===== config.mk =====
export PLATFORM = sky130hd
export DESIGN_NAME = reg_file_flat
export DESIGN_NICKNAME = d
export VERILOG_FILES = /design/src/rtl/reg_file_if.sv /design/src/rtl/reg_file.sv /design/src/flat_wrapper.sv
export SDC_FILE = /design/constraint.sdc
export NUM_CORES = 2
export LEC_CHECK = 0
export ABC_CLOCK_PERIOD_IN_PS = 2100
export CAP_MARGIN = 20
export CORE_UTILIZATION = 63
export DETAILED_ROUTE_END_ITERATION = 10
export PLACE_DENSITY = 0.83
export SKIP_LAST_GASP = 1
export SYNTH_ARGS = -nofsm -noshare
export SYNTH_HDL_FRONTEND = slang
export SYNTH_SLANG_ARGS = --single-unit

===== constraint.sdc =====
create_clock -name clk -period 2.1 [get_ports clk]
set_input_delay 0.42 -clock clk [delete_from_list [all_inputs] [get_ports clk]]
set_output_delay 0.42 -clock clk [all_outputs]
set_load 0.01 [all_outputs]

===== src/rtl/reg_file_if.sv =====
// reg_file_if: read/write port bundle for the register file.
interface reg_file_if #(
    parameter int DATA_W = 32,
    parameter int ADDR_W = 5
);
    logic [ADDR_W-1:0] Rreg1, Rreg2, regNum;
    logic [DATA_W-1:0] Rdata1, Rdata2, wrdata;
    logic              enwr;
    modport master (output Rreg1, Rreg2, enwr, wrdata, regNum, input Rdata1, Rdata2);
    modport slave  (input Rreg1, Rreg2, enwr, wrdata, regNum, output Rdata1, Rdata2);
endinterface


===== src/rtl/reg_file.sv =====
// reg_file: 2**ADDR_W x DATA_W register file, two async read ports, one write port, r0 fixed at zero.
module reg_file #(
    parameter int DATA_W = 32,
    parameter int ADDR_W = 5
) (
    input logic       clk,
    input logic       rst_n,
    reg_file_if.slave bus
);
    localparam int NREG = 2 ** ADDR_W;
    logic [DATA_W-1:0] regs [NREG];
    // Entry 0 is never written, so it stays at its reset value of zero.
    always_ff @(posedge clk or negedge rst_n) begin
        if (!rst_n)
            for (int k = 0; k < NREG; k++) regs[k] <= '0;
        else if (bus.enwr && bus.regNum != '0)
            regs[bus.regNum] <= bus.wrdata;
    end
    assign bus.Rdata1 = regs[bus.Rreg1];
    assign bus.Rdata2 = regs[bus.Rreg2];
endmodule


===== src/flat_wrapper.sv =====
// flat-port wrapper written by rule: the top's interface ports become plain ports
module reg_file_flat 
#(
    parameter int DATA_W = 32,
    parameter int ADDR_W = 5
)
  (clk, rst_n, bus_Rreg1, bus_Rreg2, bus_enwr, bus_wrdata, bus_regNum, bus_Rdata1, bus_Rdata2);
  reg_file_if #(.DATA_W(DATA_W), .ADDR_W(ADDR_W)) bus_i ();
  input logic clk;
  input logic rst_n;
  input wire logic [$bits(bus_i.Rreg1)-1:0] bus_Rreg1;
  input wire logic [$bits(bus_i.Rreg2)-1:0] bus_Rreg2;
  input wire logic [$bits(bus_i.enwr)-1:0] bus_enwr;
  input wire logic [$bits(bus_i.wrdata)-1:0] bus_wrdata;
  input wire logic [$bits(bus_i.regNum)-1:0] bus_regNum;
  output wire logic [$bits(bus_i.Rdata1)-1:0] bus_Rdata1;
  output wire logic [$bits(bus_i.Rdata2)-1:0] bus_Rdata2;
  assign bus_i.Rreg1 = bus_Rreg1;
  assign bus_i.Rreg2 = bus_Rreg2;
  assign bus_i.enwr = bus_enwr;
  assign bus_i.wrdata = bus_wrdata;
  assign bus_i.regNum = bus_regNum;
  assign bus_Rdata1 = bus_i.Rdata1;
  assign bus_Rdata2 = bus_i.Rdata2;
  reg_file #(.DATA_W(DATA_W), .ADDR_W(ADDR_W)) u_core (.clk(clk), .rst_n(rst_n), .bus(bus_i));
endmodule

# Yosys cells after proc, flatten, opt, wreduce, memory -nomap -nowiden
# Index checks and enable logic that the tools add are counted.
[totals] output_inout_bits=64 regBits=1024 wordCells=51
[classes] n_reduce_logical=3 n_bitwise=3 muxes=9 n_lt_le_gt_ge=4
[ops] cell="bitwise mux 1024 bit" count=1
[ops] cell="binary-select mux 32 bit (select 5 bit)" count=2
[ops] cell="demux 32 bit (select 5 bit)" count=1
[ops] cell="2-to-1 mux 32 bit" count=5
[ops] cell="greater-or-equal comparator 6 bit (second input constant)" count=3
[ops] cell="NOT 5 -> 6 bit" count=3
[ops] cell="less-than comparator 6 x 1 -> 1 bit (second input constant)" count=1
[ops] cell="nonzero test 5 bit" count=1
[ops] cell="logical AND 1 bit" count=2

# Depth between registers and ports, before layout
[logic_depth] word_depth=6 mapped_depth=8 mapped_depth_nobuf=5

# Worst setup path after synthesis
# No wires, ideal clock.
[synth_path] kind="input -> output" start="input bus_Rreg1[1]" end="output bus_Rdata1[10]" path_buffers=3 arrival_time_ns=1.655 slack_ns=0.025 cell_stages=7 required_time_ns=1.680 cell_sequence="buf_2 -> buf_2 -> buf_2 -> mux2i_1 -> a22oi_1 -> a31oi_1 -> nand3_1"
[synth_between] elab_chain_cells=4
[synth_lines] element="from (decl)" line="flat_wrapper.sv:11" text="input wire logic [$bits(bus_i.Rreg1)-1:0] bus_Rreg1;"
[synth_lines] element="NOT 5 -> 6 bit (not written as such)" line="reg_file.sv:19" text="assign bus.Rdata1 = regs[bus.Rreg1];"
[synth_lines] element="binary-select mux 32 bit (select 5 bit)" line="reg_file.sv:19"
[synth_lines] element="2-to-1 mux 32 bit (not written as such) (2 in a row)" line="reg_file.sv:19"
[synth_lines] element="to (decl)" line="flat_wrapper.sv:16" text="output wire logic [$bits(bus_i.Rdata1)-1:0] bus_Rdata1;"
# No other way between the ends. The select of a mux whose other input is x is not followed.

# Worst setup path in the final report
[layout_path] start="register u_core.regs[371] (netlist name)" end="output bus_Rdata1[19]"
[layout_between] elab_chain_cells=3
[layout_lines] element="from (decl)" line="reg_file.sv:11" text="logic [DATA_W-1:0] regs [NREG];"
[layout_lines] element="from (signal, indexed assignment)" line="reg_file.sv:17" text="regs[bus.regNum] <= bus.wrdata;"
[layout_lines] element="binary-select mux 32 bit (select 5 bit)" line="reg_file.sv:19"
[layout_lines] element="2-to-1 mux 32 bit (not written as such) (2 in a row)" line="reg_file.sv:19"
# No other way between the ends. The select of a mux whose other input is x is not followed.

==> impl_metrics.ini <==
[run_status]
status = finished, violations left
failed_checks = negative setup slack

[synth]
synth_top_area_frac = 0.4614
synth_cell_types = 26
synth_top_cell_by_area = dfrtp_1
synth_compound_area_frac = 0.07065
synthMuxAreaShare = 0.3857
synth_top_family_by_area = multiplexers
syn_inst = 4601
async_reset_ff_frac = 1.000
syn_avg_cell_area_um2 = 12.07
netlist_area_um2 = 55540
synth_edf_count = 0
yosys.area_share.simple = 0.04220
synthTopCellsByArea = dfrtp_1 (46%), mux2_2 (20%), mux2i_1 (18%), a22oi_1 (2.6%), a22o_1 (2.0%)
synth-seq-area-share = 0.4614
synth_flop_cell = dfrtp_1
synthesis.nets = 4651
synth_fa_ha_area_frac = 0
ys_ff_latch = 1024
synth_xor_area_frac = 0
synth_warnings = 0
yosys-top-cells-count = dfrtp_1 (1024), mux2i_1 (1024), mux2_2 (974), clkbuf_1 (221), nand2_1 (210)

[floorplan]
core_area_um2 = 87020
die_area_um2 = 89340
pin_count = 114
rows = 108
dieHeight_um = 298.9
fp.dieW_um = 298.9
start_util = 0.6382

[power]
power.total_mw = 61.50
powerDensity_nw_per_um2 = 901.5
p_leak_nw = 32.38
vdd_ir_drop_max_uv = 866.7

[critical_path]
end_kind = primary output
cp_max_fo = 3
required_ps = 1680
cp-start-kind = register
crit_type = register to primary output
crit_arrival_ps = 2430

[layout]
drive_gt1_frac = 0.4003
largest_reg_flops = 1024
reg_top3 = u_core.regs: 1024 flops
nNetsFinal = 4982
syn_to_final_growth_pct = 22.85
top_register = u_core.regs

[clock_tree]
clock_sinks = 1024
cts_max_level = 3
root_buffer = clkbuf_16
clockBufferDepth = 3
cts_buffers = 108
clk_pin_slew_ps = 60
cts_tree = done
clk-insertion-delay-late_ps = 700

[detailed_routing]
wire_per_inst_um = 32.67
wl_met2_mm = 89.02
ant_nets = 0
drtIter0Drc = 6030
wl_mm = 202.1
wirelength_met1_mm = 69.17
vias_per_cell = 7.361
routed.top_layer = met5
first_pass_iters = 7
vias = 45540
dr_wl_met3_mm = 25.72
drc_errors = 0

[sta]
drv_slew = 0
clock-skew-final_ps = 0
max_freq_mhz = 351.4
rsz0062_at_grt = yes
relSlewSlack = 0.4692
finalSetupViolations = 70
hold_viol_final = 0
layout_min_cycle_time_ps = 2845
final.setup.worst_slack_ps = -745.4
min_period_over_period = 1.355
worst_pin_slew_ps = 794.4
fin_hold_ws_ps = 193.8

[worst_hold_path]
hold_path.class = input port to asynchronous set/reset pin

[place]
io_buffer_count = 113
hpwl_mm = 108.1
gp_congestion = 0.9248
preCtsSetupSlack_ps = -1204

[global_route]
antenna_found_initial = 7
grt_pass1_wl_mm = 288.0
grt_start_max_net_pins = 102
track_usage = 0.4255
overflow = 0
grt_pass1_vias = 46310

[flow_run]
cap_violations = 0
-- cell usage in the layout (no fill, tap or decap), types with 57 or more instances in the layout --
cell type / synthesis / final
a21oi_1: 192 / 181
a22o_1: 128 / 126
a22oi_1: 192 / 191
buf_12: 0 / 183
buf_4: 68 / 346
buf_6: 0 / 57
clkbuf_16: 0 / 110
dfrtp_1: 1024 / 1022
mux2_2: 974 / 974
mux2i_1: 1024 / 1003
nand2_1: 210 / 193
nand3_1: 194 / 159
-- final cells by class --
type | instances | area (um2)
Sequential cell | 1024 | 25630
Clock buffer | 159 | 3144
Multi-Input combinational cell | 3104 | 29030
Antenna cell | 7 | 17.52
Fill cell | 4533 | 18800
Timing Repair Buffer | 694 | 8292
Tap cell | 1155 | 1445
Clock inverter | 43 | 669.4
-- power breakdown --
part / internal [mW] / switching [mW]
clock: 12.0 / 8.73
sequential: 23.5 / 3.45
combinational: 7.06 / 6.75
total: 42.6 / 18.9
-- cells by family (layout without fill, tap and decap cells) --
| family | count (synthesis) | after routing |
|---|---|---|
| mux | 2016 | 2016 |
| flops | 1024 | 1024 |
| compound gates | 576 | 576 |
| simple gates | 512 | 512 |
| buf+inv | 473 | 896 |
| other cells | 0 | 7 |
-- final timing paths --
path                       slack, ps          endpoint  cells past startpoint              from
setup reg to reg                1030  u_core.regs[948]                      3  u_core.regs[948]
max in group asynchronous        990  u_core.regs[747]                      3             rst_n
hold reg to reg                  410  u_core.regs[992]                      0  u_core.regs[992]
setup / recovery                -750    bus_Rdata1[19]                      5  u_core.regs[371]
min in group clk                 410  u_core.regs[992]                      0  u_core.regs[992]
hold / removal                   190  u_core.regs[795]                      2             rst_n
-- critical path, cell delays in order, from the launching register on --
cell and delay [ps]:
dfrtp_1 430, mux2i_1 340, a22oi_1 220, a31oi_2 360
nand3_2 180, buf_6 170
-- layer usage --
metal	global-route usage	up-vias
met5	0	-
met1	0.5223	22470
li1	-	17660
met4	0.3168	6
met2	0.6426	3981
met3	0.1194	1420
-- metrics by stage --
stage,area [um2],utilization,setup TNS [ps],instances
6_report,68230,0.7840,-31170,6186
5_1_grt,68210,0.7838,-32440,6179
4_1_cts,67690,0.7779,-24170,6154
3_5_place_dp,62080,0.7134,-437920,5890
3_3_place_gp,62080,0.7134,-394930,5890
2_1_floorplan,55540,-,0,4601
-- what timing repair did --
item / in CTS / in global routing
endpoints found under the setup margin: 64 / 64
hold buffers: 1 / 0
pin swaps: 160 / 112
setup buffers: 62 / 24
gates cloned: 15 / 2
hold endpoints to repair: 200 / 0
resized for setup: 513 / 61
(Power assumes the default switching activity.)
